==> src/rtl/display_pkg.sv <==
// Shared types and constants for the keypad display driver.
// The optional leading-blank behaviour is selected with LEADING_BLANK_EN.
package display_pkg;

  typedef enum logic [1:0] {
    SHOW_R   = 2'd0,
    BLANK_RL = 2'd1,
    SHOW_L   = 2'd2,
    BLANK_LR = 2'd3
  } refresh_state_t;

  localparam logic [6:0] SEG_BLANK = 7'h7F;
  localparam logic [1:0] CTRL_OFF  = 2'b11;

  localparam int DEF_REFRESH_CYCLES = 24000;
  localparam int DEF_BLANK_CYCLES   = 480;

  function automatic int max_int(input int a, input int b);
    return (a > b) ? a : b;
  endfunction

endpackage

==> src/rtl/hex_to_seg.sv <==
// Combinational hex-digit to active-low seven-segment decoder, bit order {g,f,e,d,c,b,a}.
// Letters b and d use the lowercase glyphs so they stay distinct from 8 and 0.
module hex_to_seg (
  input  logic [3:0] i_hex,
  output logic [6:0] o_seg
);

  always_comb begin
    o_seg = 7'h7F;
    case (i_hex)
      4'h0: o_seg = 7'b1000000;
      4'h1: o_seg = 7'b1111001;
      4'h2: o_seg = 7'b0100100;
      4'h3: o_seg = 7'b0110000;
      4'h4: o_seg = 7'b0011001;
      4'h5: o_seg = 7'b0010010;
      4'h6: o_seg = 7'b0000010;
      4'h7: o_seg = 7'b1111000;
      4'h8: o_seg = 7'b0000000;
      4'h9: o_seg = 7'b0010000;
      4'hA: o_seg = 7'b0001000;
      4'hB: o_seg = 7'b0000011;
      4'hC: o_seg = 7'b1000110;
      4'hD: o_seg = 7'b0100001;
      4'hE: o_seg = 7'b0000110;
      4'hF: o_seg = 7'b0001110;
      default: o_seg = 7'h7F;
    endcase
  end

endmodule

==> src/rtl/keypad_display_driver.sv <==
// Two-entry key history multiplexed onto two common-anode digits with dead-time blanking.
// Define LEADING_BLANK_EN to darken digits that have not yet received a key.
module keypad_display_driver
  import display_pkg::*;
#(
  parameter int REFRESH_CYCLES = DEF_REFRESH_CYCLES,
  parameter int BLANK_CYCLES   = DEF_BLANK_CYCLES
) (
  input  logic       clk,
  input  logic       reset_n,
  input  logic       key_valid,
  input  logic [3:0] key_code,
  output logic [1:0] control,
  output logic [6:0] seg
);

  localparam int CNT_W = $clog2(max_int(REFRESH_CYCLES, BLANK_CYCLES));
  localparam logic [CNT_W-1:0] SHOW_LAST  = CNT_W'(REFRESH_CYCLES - 1);
  localparam logic [CNT_W-1:0] BLANK_LAST = CNT_W'(BLANK_CYCLES - 1);

  refresh_state_t   r_state;
  refresh_state_t   w_state_nxt;
  logic [CNT_W-1:0] r_cnt;
  logic             r_started;
  logic             w_cnt_last;
  logic [3:0]       r_hex_r;
  logic [3:0]       r_hex_l;
  logic [3:0]       w_hex_sel;
  logic [6:0]       w_seg_dec;
  logic [1:0]       r_control;
  logic [6:0]       r_seg;
  logic [1:0]       w_control_nxt;
  logic [6:0]       w_seg_nxt;
`ifdef LEADING_BLANK_EN
  logic             r_vld_r;
  logic             r_vld_l;
`endif

  // The first edge after reset release only arms the scheduler, so the
  // first enabled digit appears on the second edge with a full slot.
  always_ff @(posedge clk or negedge reset_n) begin
    if (!reset_n) r_started <= 1'b0;
    else          r_started <= 1'b1;
  end

  always_comb begin
    w_cnt_last  = 1'b0;
    w_state_nxt = r_state;
    case (r_state)
      SHOW_R: begin
        w_cnt_last = (r_cnt == SHOW_LAST);
        if (w_cnt_last) w_state_nxt = BLANK_RL;
      end
      BLANK_RL: begin
        w_cnt_last = (r_cnt == BLANK_LAST);
        if (w_cnt_last) w_state_nxt = SHOW_L;
      end
      SHOW_L: begin
        w_cnt_last = (r_cnt == SHOW_LAST);
        if (w_cnt_last) w_state_nxt = BLANK_LR;
      end
      BLANK_LR: begin
        w_cnt_last = (r_cnt == BLANK_LAST);
        if (w_cnt_last) w_state_nxt = SHOW_R;
      end
      default: w_state_nxt = SHOW_R;
    endcase
  end

  always_ff @(posedge clk or negedge reset_n) begin
    if (!reset_n) begin
      r_state <= SHOW_R;
      r_cnt   <= '0;
    end else if (r_started) begin
      r_state <= w_state_nxt;
      if (w_state_nxt != r_state) r_cnt <= '0;
      else                        r_cnt <= r_cnt + 1'b1;
    end
  end

  always_ff @(posedge clk or negedge reset_n) begin
    if (!reset_n) begin
      r_hex_r <= 4'h0;
      r_hex_l <= 4'h0;
`ifdef LEADING_BLANK_EN
      r_vld_r <= 1'b0;
      r_vld_l <= 1'b0;
`endif
    end else if (key_valid) begin
      r_hex_l <= r_hex_r;
      r_hex_r <= key_code;
`ifdef LEADING_BLANK_EN
      r_vld_l <= r_vld_r;
      r_vld_r <= 1'b1;
`endif
    end
  end

  assign w_hex_sel = (r_state == SHOW_L) ? r_hex_l : r_hex_r;

  hex_to_seg u_hex_to_seg (
    .i_hex (w_hex_sel),
    .o_seg (w_seg_dec)
  );

  always_comb begin
    w_control_nxt = CTRL_OFF;
    w_seg_nxt     = SEG_BLANK;
    if (r_started) begin
      case (r_state)
        SHOW_R: begin
          w_control_nxt = 2'b10;
          w_seg_nxt     = w_seg_dec;
`ifdef LEADING_BLANK_EN
          if (!r_vld_r) w_seg_nxt = SEG_BLANK;
`endif
        end
        SHOW_L: begin
          w_control_nxt = 2'b01;
          w_seg_nxt     = w_seg_dec;
`ifdef LEADING_BLANK_EN
          if (!r_vld_l) w_seg_nxt = SEG_BLANK;
`endif
        end
        default: begin
          w_control_nxt = CTRL_OFF;
          w_seg_nxt     = SEG_BLANK;
        end
      endcase
    end
  end

  // Enable and pattern are registered together so a digit is never lit
  // with the other digit's segments.
  always_ff @(posedge clk or negedge reset_n) begin
    if (!reset_n) begin
      r_control <= CTRL_OFF;
      r_seg     <= SEG_BLANK;
    end else begin
      r_control <= w_control_nxt;
      r_seg     <= w_seg_nxt;
    end
  end

  assign control = r_control;
  assign seg     = r_seg;

endmodule
==> config.mk <==
export PLATFORM = sky130hd
export DESIGN_NAME = keypad_display_driver
export DESIGN_NICKNAME = d
export VERILOG_FILES = /design/src/rtl/display_pkg.sv /design/src/rtl/hex_to_seg.sv /design/src/rtl/keypad_display_driver.sv
export SDC_FILE = /design/constraint.sdc
export NUM_CORES = 1
export LEC_CHECK = 0
export BUFFER_PORTS_ARGS = -buffer_cell sky130_fd_sc_hd__buf_2
export CAP_MARGIN = 30
export CORE_ASPECT_RATIO = 0.6
export CORE_MARGIN = 2
export CORE_UTILIZATION = 38
export DETAILED_ROUTE_END_ITERATION = 8
export PLACE_DENSITY_LB_ADDON = 0.08
export SYNTH_ARGS = -nofsm -noshare
export SYNTH_HDL_FRONTEND = slang
export SYNTH_SLANG_ARGS = --single-unit
==> constraint.sdc <==
create_clock -name clk -period 5.5 [get_ports clk]
set_clock_uncertainty 0.1 [all_clocks]
set_input_delay 0.55 -clock clk [delete_from_list [all_inputs] [get_ports clk]]
set_output_delay 0.55 -clock clk [all_outputs]
set_load 0.02 [all_outputs]
# Yosys cells after proc, flatten, opt, wreduce, memory -nomap -nowiden
# Memory sizes are Yosys's and may differ from the RTL's.
# Cells that the tools add are included.
# word_totals
output_inout_bits	9
n_memories	1
word_cells	28
reg_bits	35
inputBits	7
romBits	112
# mem_list
memory	words	word_bits	read_ports	rd_clocked_by_memory_dff	wr	line_no	text
(name not given)	16	7	1	0	0	hex_to_seg.sv:10	case (i_hex)
# op_classes
add_sub_neg	1
mux	11
eq_ne	6
reduce_logical	2
# op_table
cell	n
15-bit by 1-bit adder with 15-bit output, second input constant	1
15-bit equality test, second input constant	1
15-bit by 9-bit equality test with 1-bit output, second input constant	1
15-bit two-way mux	1
7-bit two-way mux	2
2-bit two-way mux	5
2-bit case mux with 4 select lines	1
2-bit equality test, second input constant	2
4-bit two-way mux	1
2-bit case mux with 2 select lines	1
2-bit by 1-bit equality test with 1-bit output, second input constant	1
2-bit zero test	1
2-bit inequality test	1
2-bit OR reduction	1

# Longest topological paths before layout
# Gate-level depths: netlist (run 1).
# depth
ltp_word	5
depth_mapped	7
depth_no_buf	6

# Cells and area by module
# Synthesis (run 1) repeated with hierarchy kept, for this count alone.
# unflattened
hier_cells	168
hier_area_um2	1881.8
# by_module_without_submodules
mod	area_each_um2	cells_each	instances	seq_area_each_um2
keypad_display_driver	1606.5	136	1	887.1
hex_to_seg	275.3	32	1	0.0

# Worst setup path after synthesis (run 1)
# OpenSTA, ideal clock, no wires.
# synth_timing
kind	flip-flop to flip-flop
start	reg r_state[0]
end	reg r_seg[3], in the netlist seg[3]
arrival_time_ns	2.017
path_buffers	1
setup_ns	0.085
stages_incl_launch_ff	8
setup_slack_ns	3.298
cell_sequence	dfrtp_1 nor2b_2 buf_6 mux2i_1 inv_1 ha_1 mux4_2 nand2b_1
# synth_between
elab_chain_cells	5
elab_cells_between_ends	7
classes_between	1 x eq/ne; 3 x mux; 2 x reduce/logical; 1 x memory
# synth_rtl
item	line_no	text
start, declared	keypad_display_driver.sv:21	refresh_state_t r_state;
start signal, assigned	keypad_display_driver.sv:75	r_state <= w_state_nxt;
2-bit equality test	keypad_display_driver.sv:99, keypad_display_driver.sv:110	
4-bit two-way mux	keypad_display_driver.sv:99	assign w_hex_sel = (r_state == SHOW_L) ? r_hex_l : r_hex_r;
memory read 16 x 7 bit	-	
7-bit two-way mux *	keypad_display_driver.sv:110	case (r_state)
7-bit two-way mux *	keypad_display_driver.sv:109	if (r_started) begin
net w_seg_nxt[3]	keypad_display_driver.sv:33	logic [6:0] w_seg_nxt;
end signal, assigned	keypad_display_driver.sv:141	r_seg <= w_seg_nxt;
end, declared	keypad_display_driver.sv:31	logic [6:0] r_seg;
# Mark *: on every way through the listed nets, which the timed path passes. The rest lies on a longest branch.
# A chain may end at the register's enable or synchronous reset.

# Final worst setup path (run 1)
# Same ends and word-level chain as after synthesis.

==> flow_summary.ini, run 1 <==
[clocking]
cts_setup_buffers = 0
clock_latency_ps = 280
cts-root-buf = clkbuf_8
cts.sinks = 35
htree_levels = 2
clkSlewWorstSetupHoldPaths_ps = 70
clk_path_buf_depth = 2
ctsHoldBuffers = 0
ctsResizeCount = 0
cts_tree = done
cts_buffers = 5

[pwr]
p_int_uw = 434
swShare = 0.302
p_comb_frac = 0.175
clkPwrFrac = 0.283
p_switching_uw = 187
power_uw = 621
p_seq_frac = 0.542
p_per_area_nw_per_um2 = 305
peakVddDrop_uv = 120
p_leak_nw = 0.852

[yosys]
synth-edff-count = 0
synth_seq_cells = 35
synth_nets = 179
synth_top_cell_by_area = dfrtp_1
yosys.area_share.adder = 0.0477
synth_top_family_by_area = simple AND/OR/NAND/NOR gates
yosysTopAreaCellShare = 0.355
yosysMostFrequentCell = dfrtp_1
synth_cell_types = 41
avgSynthCellArea_um2 = 11.1
synth-warning-count = 0
synth-simple-area-share = 0.174
synth_xor_area_frac = 0.0764
synthTopCellsByArea = dfrtp_1 (35%), dfstp_2 (13%), xnor2_1 (6.2%)
synthArstFlopShare = 1.00
synth-compound-area-share = 0.0587
synth_common_cells = dfrtp_1 (26), nor2_1 (14), xnor2_1 (13)
syn_inst = 165
ys_seq_area_frac = 0.484
synth_flop_cell = dfrtp_1
muxShareOfSynthArea = 0.125
syn_area_um2 = 1830

[sta]
worst_hold_slack_ps = 236
worst_pin_slew_ps = 760
period_share = 0.490
hold_viol_final = 0
rsz0062_at_grt = no
layout_min_cycle_time_ps = 2700
setup_violations = 0
fin_setup_tns_ps = 0
relSlewSlack = 0.493
report.final.slew_viol_count = 0
max_freq_ghz = 0.371

[critical_path]
path_cells = nor2b_2 -> mux2i_1 -> inv_1 -> ha_1 -> mux4_2 -> nand2b_1
r2r_setup_slack_ps = 2800
critPathBufInv = 1
crit_type = reg -> reg
cpLargestDelayFamily = multiplexers
cp_slowest_cell = mux2i_1
cp.arrival_ps = 2800
rr_startpoint = r_state[0]
r2r_cells = 6
r2r-end = seg[3]
start_kind = register
cpPeakStageDelay_ps = 570
cp_max_fo = 7
worstPathRequired_ps = 5600
crit_path_end_kind = register

[floorplanning]
rows = 19
top_level_ports = 16
initial_utilization = 0.398
die-area_um2 = 5420
die_w_um = 93.7
core_um2 = 4610
die_y_um = 57.8

[global_routing]
track_usage = 0.156
grt_pass1_wl_um = 6340
grt_max_degree = 36
antenna_found_initial = 0
grt_pass1_vias = 1229
grt.overflow.total = 0

[cells_and_area]
area_growth_pct = 11.0
n_antenna_cell = 0
fillers = 445
nets = 195
layout-drive-gt1-share = 0.258
final_core_util = 0.441

[detailed_routing]
via_per_inst = 5.19
post-route-drc-count = 0
vias = 1271
dr.pass1.iters = 4
wl_per_cell_um = 15.1
drtIter0Drc = 45
ant_nets = 0
wl_um = 3700

[placed_design]
gp_congestion = 0.823
portBuffers = 15
dp_hpwl_um = 2640

[outcome]
status = finished clean

[job]
drv_cap = 0

[worst_hold_path]
worstHoldPathType = in -> async
==> layout make-up <==
type	instances	area [µm²]	share of cell area
Multi-Input combinational cell	118	887	0.436
Clock inverter	1	5.00	0.00246
Sequential cell	35	887	0.436
Clock buffer	7	76.3	0.0375
Inverter	5	18.8	0.00922
Tap cell	63	78.8	0.0387
Timing Repair Buffer	16	82.6	0.0406
==> routing by layer <==
| layer | vias up | GRT usage | wire length (µm) |
|---|---|---|---|
| li1 | 612 | - | - |
| met1 | 633 | 0.242 | 2040 |
| met2 | 22 | 0.207 | 1460 |
| met3 | 4 | 0.0442 | 153 |
| met4 | 0 | 0.0538 | 42 |
| met5 | - | 0 | 0 |
==> state kept, by name, indices dropped and copies added, names as in the netlist <==
register   count
r_cnt         15
seg            7
r_hex_l        4
r_hex_r        4
control        2
r_state        2
r_started      1
==> power groups by stage <==
stage | registers (mW) | logic (mW) | clock network [mW]
after floorplan | 0.327 | 0.0885 | 0
after global placement | 0.339 | 0.106 | 0
after detailed placement | 0.339 | 0.108 | 0
after CTS | 0.335 | 0.110 | 0.183
after global routing | 0.343 | 0.122 | 0.199
final | 0.337 | 0.109 | 0.176
==> worst max-delay path by stage <==
stage,startpoint,endpoint,slack (ps),depth (start not counted)
floorplan,r_state[0],seg[3],3300,7
finish,r_state[0],seg[3],2800,6
detailed placement,r_state[0],seg[3],2840,4
global route,r_state[0],seg[3],2630,6
global placement,r_state[0],seg[3],2940,4
CTS,r_state[0],seg[3],2780,4
==> placed cells by master, fill, tap and decap left out, types with 3 or more instances in the layout <==
cell	n
inv_1	5
nand3_1	4
nor4_1	4
xor2_1	3
mux2i_1	8
buf_2	15
clkbuf_8	5
mux2_2	10
nand4_1	8
nor2_1	14
nand2_1	12
nand2b_1	3
o21ai_0	5
dfstp_2	9
ha_1	7
dfrtp_1	26
xnor2_1	13
==> through the flow <==
stage / setup WS, ps / cells / cell area, µm²
floorplan: 3300 / 165 / 1830
global placement: 2940 / 236 / 1950
detailed placement: 2840 / 236 / 1950
CTS: 2780 / 244 / 2030
global route: 2630 / 245 / 2040
finish: 2800 / 245 / 2040
==> cell families (layout without fill, tap and decap cells) <==
family          count (synthesis)  count (layout)
simple gates                   59              59
flops                          35              35
mux                            20              20
xor+xnor                       16              16
compound gates                 15              15
buf+inv                        12              29
fa+ha+maj                       7               7
other cells                     1               1
==> worst reg2reg max path, stage by stage, from the launching register on <==
cell and delay, ps:
dfrtp_1 440, nor2b_2 400, mux2i_1 570, inv_1 170, ha_1 280, mux4_2 490
nand2b_1 160
Note: power is estimated with default switching activity, not from simulation.
==> run 2: changes to the inputs <==
==> constraint.sdc (replaced) <==
create_clock -name clk -period 2.4 [get_ports clk]
set_clock_uncertainty 0.1 [all_clocks]
set_input_delay 0.24 -clock clk [delete_from_list [all_inputs] [get_ports clk]]
set_output_delay 0.24 -clock clk [all_outputs]
set_load 0.02 [all_outputs]
==> run 2 against run 1 <==
Critical path depth unchanged. Design area up 1.6%. Clock power up 130%. Die area unchanged. Highest routed layer unchanged.
==> flow_summary.ini, run 2 (same netlist as run 1, synthesis figures left out) <==
[floorplanning]
rows = 19
core_um2 = 4610
die_y_um = 57.8
die_w_um = 93.7
top_level_ports = 16
die-area_um2 = 5420
initial_utilization = 0.398

[global_routing]
grt_pass1_vias = 1277
antenna_found_initial = 0
grt_max_degree = 36
grt_pass1_wl_um = 6240
grt.overflow.total = 0
track_usage = 0.150

[critical_path]
cp_slowest_cell = mux4_2
start_kind = register
cp_max_fo = 7
worstPathRequired_ps = 2500
crit_path_end_kind = register
crit_type = reg -> reg
cp.arrival_ps = 2190
path_cells = nor2b_2 -> mux2i_1 -> inv_1 -> ha_1 -> mux4_2 -> nand2b_1
cpPeakStageDelay_ps = 480

[sta]
setup_violations = 0
hold_viol_final = 0
layout_min_cycle_time_ps = 2090
report.final.slew_viol_count = 0
max_freq_ghz = 0.479
relSlewSlack = 0.492
worst_pin_slew_ps = 761
period_share = 0.871
fin_setup_tns_ps = 0
rsz0062_at_grt = no

[cells_and_area]
stdcell_count = 249
largest_register = r_cnt
final_common_cell = dfrtp_1
layout_common_cells = dfrtp_1 (26), buf_2 (15), nor2_1 (14)
layout-drive-gt1-share = 0.269
nets = 199
area_growth_pct = 12.8
largest_reg_flops = 15
fin_area_um2 = 2070
n_antenna_cell = 0

[clocking]
cts_setup_buffers = 0
cts.sinks = 35
clk_path_buf_depth = 2
htree_levels = 2
cts_tree = done
cts-root-buf = clkbuf_8
clkSlewWorstSetupHoldPaths_ps = 60
ctsResizeCount = 0
clock_latency_ps = 280
cts_buffers = 5

[placed_design]
portBuffers = 15
dp_hpwl_um = 2610
dp_cells = 240
gp_congestion = 0.841
dpl_cell_area_um2 = 1980

[pwr]
p_leak_nw = 0.872
p_per_area_nw_per_um2 = 687
peakVddDrop_uv = 339

[detailed_routing]
dr_wl_met3_um = 224
wl_met2_um = 1360
wl_um = 3520
ant_nets = 0
wl_met1_um = 1900
dr.pass1.iters = 4
wl_per_cell_um = 14.1
drtIter0Drc = 80
top_layer_used = met4
vias = 1294
via_per_inst = 5.20
post-route-drc-count = 0

[outcome]
status = finished clean

[worst_hold_path]
worstHoldPathType = in -> reg

[job]
drv_cap = 0
-- run 2: area by class of cell --
type                    count  area [µm²]
clock buffers               7        76.3
clock inverters             1        5.00
repair buffers             20         115
multi-input cells         118         887
fillers                   453        2540
inverters                   5        18.8
flip-flops and latches     35         887
well taps                  63        78.8
-- run 2: worst max-delay path, delay by kind of cell (launching register included) --
family / cells / cell delay (ps)
flops: 1 / 450
fa+ha+maj: 1 / 250
mux: 2 / 730
buf+inv: 1 / 110
simple gates: 2 / 370
-- run 2: where the power goes --
part	total (mW)	internal [mW]	switching (mW)
sequential	0.769	0.675	0.0940
combinational	0.254	0.121	0.133
clock	0.398	0.203	0.195
total	1.42	0.999	0.422
-- run 2: repair_timing --
item,4_1_cts,5_1_grt
setup endpoints to repair,0,0
hold endpoints to repair,26,0
hold buffers,1,0
-- run 2: metrics by stage --
step                hold WS, ps  setup slack, ps  utilization  total power, mW
floorplan                  -156              198            -            0.952
global placement            244              389        0.429             1.03
detailed placement          259              292        0.429             1.03
CTS                        86.4              289        0.448             1.44
global route               86.8              128        0.448             1.52
finish                     93.5              311        0.448             1.42
-- run 2: per-layer routing --
| layer | vias up | GRT usage |
|---|---|---|
| li1 | 616 | - |
| met3 | 5 | 0.0416 |
| met2 | 37 | 0.198 |
| met5 | - | 0 |
| met4 | 0 | 0.0497 |
| met1 | 636 | 0.234 |
-- run 2: worst paths after layout --
path,start,to,slack [ps],cells past startpoint
max,r_state[0],seg[3],310,6
min,key_code[0],r_hex_r[0],90,2
max reg2reg,r_state[0],seg[3],310,6
min reg2reg,r_state[1],control[1],370,1
max in group asynchronous,reset_n,r_cnt[12],1250,2
min in group asynchronous,reset_n,r_cnt[1],470,2
==> run 3: changes to the inputs <==
--- a/config.mk
+++ b/config.mk
@@ -14,4 +14,5 @@
 export PLACE_DENSITY_LB_ADDON = 0.08
 export SYNTH_ARGS = -nofsm -noshare
 export SYNTH_HDL_FRONTEND = slang
+export SYNTH_HIERARCHICAL = 1
 export SYNTH_SLANG_ARGS = --single-unit
==> run 3 against run 2 <==
Critical path depth increased by 2. Synthesized area increased by 2.6%. Highest routed layer unchanged. Clock power increased by 37%. Largest cell class is now multi-input gates. Register-to-register slack got worse by 150 ps. Total power increased by 21%. Via count increased by 0.31%. Wire length increased by 4.0%. Combinational power increased by 39%. Critical path type unchanged. Non-clock buffer count decreased by 2. Maximum frequency decreased by 6.5%. Die area increased by 2.4%.
==> flow_summary.ini, run 3 <==
[floorplanning]
die_w_um = 94.9
core_um2 = 4660
die-area_um2 = 5550
rows = 19
initial_utilization = 0.404
die_y_um = 58.5
top_level_ports = 16

[detailed_routing]
dr.pass1.iters = 4
wl_um = 3660
vias = 1298
wl_per_cell_um = 14.5
drtIter0Drc = 56
via_per_inst = 5.13
ant_nets = 0
post-route-drc-count = 0

[yosys]
syn_inst = 168
syn_area_um2 = 1880
synth_nets = 183
synth_top_cell_by_area = dfrtp_1
ys_seq_area_frac = 0.471
synth_cell_types = 46
synth-warning-count = 6
synth-edff-count = 0
synthArstFlopShare = 1.00
yosysMostFrequentCell = dfrtp_1
synth_common_cells = dfrtp_1 (26), mux2_2 (13), nand2_1 (12), nor2_1 (12), dfstp_2 (9)
yosysTopAreaCellShare = 0.346
synth_seq_cells = 35
synth_flop_cell = dfrtp_1
synthTopCellsByArea = dfrtp_1 (35%), dfstp_2 (13%), mux2_2 (7.8%)
avgSynthCellArea_um2 = 11.2

[cells_and_area]
largest_register = r_cnt
largest_reg_flops = 15
n_antenna_cell = 0
stdcell_count = 253
fillers = 455
register_area_um2 = 887
layout-drive-gt1-share = 0.311
final_common_cell = dfrtp_1
area_growth_pct = 14.7
fin_area_um2 = 2160
nets = 204
layout_common_cells = dfrtp_1 (26), buf_2 (15), mux2_2 (13)
multi_input_area_um2 = 952

[placed_design]
dpl_cell_area_um2 = 2020
dp_hpwl_um = 2700
portBuffers = 15
dp_cells = 244
gp_congestion = 0.843

[clocking]
cts-root-buf = clkbuf_8
cts_setup_buffers = 0
clock_latency_ps = 290
clkSlewWorstSetupHoldPaths_ps = 70
cts.sinks = 35
cts_buffers = 5
htree_levels = 2
clk_path_buf_depth = 2
cts_tree = done

[sta]
max_freq_ghz = 0.447
relSlewSlack = 0.484
setup_violations = 0
report.final.slew_viol_count = 0
worst_pin_slew_ps = 774
rsz0062_at_grt = no
hold_viol_final = 0
layout_min_cycle_time_ps = 2240
fin_setup_tns_ps = 0
period_share = 0.931
worst_hold_slack_ps = 84.7

[pwr]
peakVddDrop_uv = 323
p_per_area_nw_per_um2 = 794
p_leak_nw = 0.950

[global_routing]
grt_max_degree = 36
track_usage = 0.158
antenna_found_initial = 0
grt_pass1_wl_um = 6600
grt_pass1_vias = 1299
grt.overflow.total = 0

[critical_path]
worstPathRequired_ps = 2520
crit_path_end_kind = register
r2r_cells = 8
cp_max_fo = 5
crit_type = reg -> reg
cp.arrival_ps = 2360
start_kind = register

[worst_hold_path]
worstHoldPathType = in -> reg
hold_depth = 2

[outcome]
status = finished clean

[job]
drv_cap = 0
run 3: cell count changes in the layout (fill, tap and decap cells not counted), sizes merged, moves of 3 or more:
cell,previous run,this run
xor2,3,6
a21oi,1,5
nand2b,3,8
mux2i,9,5
mux2,10,13
xnor2,13,5
run 3: routing by layer:
| layer | track usage | share of wire | vias to the layer above |
|---|---|---|---|
| met4 | 0.0331 | 0.0074 | 0 |
| met1 | 0.241 | 0.56 | 631 |
| li1 | - | - | 633 |
| met5 | 0 | 0 | - |
| met3 | 0.0538 | 0.056 | 5 |
| met2 | 0.216 | 0.37 | 29 |
run 3: cell type report:
class,count,share of cell area
Clock buffer,6,0.0383
Timing Repair Buffer,18,0.0464
Clock inverter,2,0.0162
Inverter,6,0.0104
Tap cell,63,0.0365
Multi-Input combinational cell,123,0.441
Sequential cell,35,0.411
run 3: what timing repair did:
| action | CTS | global route |
|---|---|---|
| hold endpoints to repair | 26 | 0 |
| setup endpoints to repair | 1 | 2 |
| hold buffers | 1 | 0 |
| gates resized for setup | 1 | 2 |
run 3: power by group:
part,internal (mW),switching [mW]
registers,0.695,0.119
logic,0.164,0.189
clock network,0.336,0.211
total,1.20,0.520
run 3: worst max-delay path: stages, from the launching register on:
cell and delay [ps]:
dfrtp_1 400, nor2b_4 210, mux2_2 410, inv_2 110
ha_1 180, and2b_2 220, or3b_1 360, o21ai_0 70
nand2b_1 120
run 3: through the flow:
step                setup slack, ps  power (mW)  utilization
global placement               71.1        1.16        0.434
CTS                            46.0        1.72        0.462
global route                   32.9        1.83        0.463
finish                          165        1.71        0.463
floorplan                       158        1.07            -
detailed placement            -18.1        1.17        0.434
run 3: cell families (layout without fill, tap and decap cells):
logic type               Yosys count  after routing  share of synthesized area
adder cells (fa/ha/maj)            8              8                     0.0532
flip-flops                        35             35                      0.471
buffers and inverters             10             32                     0.0266
AND/OR/NAND/NOR                   65             65                      0.212
AO/OA/AOI/OAI                     19             19                     0.0652
XOR/XNOR                          11             11                     0.0512
other                              1              1                    0.00199
multiplexers                      19             19                      0.118
run 3: final timing paths:
path,start,to,slack (ps)
max in group asynchronous,reset_n,r_cnt[14],1230
worst min register to register,r_hex_l[0],r_hex_l[0],400
worst max-delay path,r_state[1],seg[0],160
worst min-delay path,key_code[1],r_hex_r[1],80
min in group asynchronous,reset_n,r_started,470
worst max register to register,r_state[1],seg[0],160
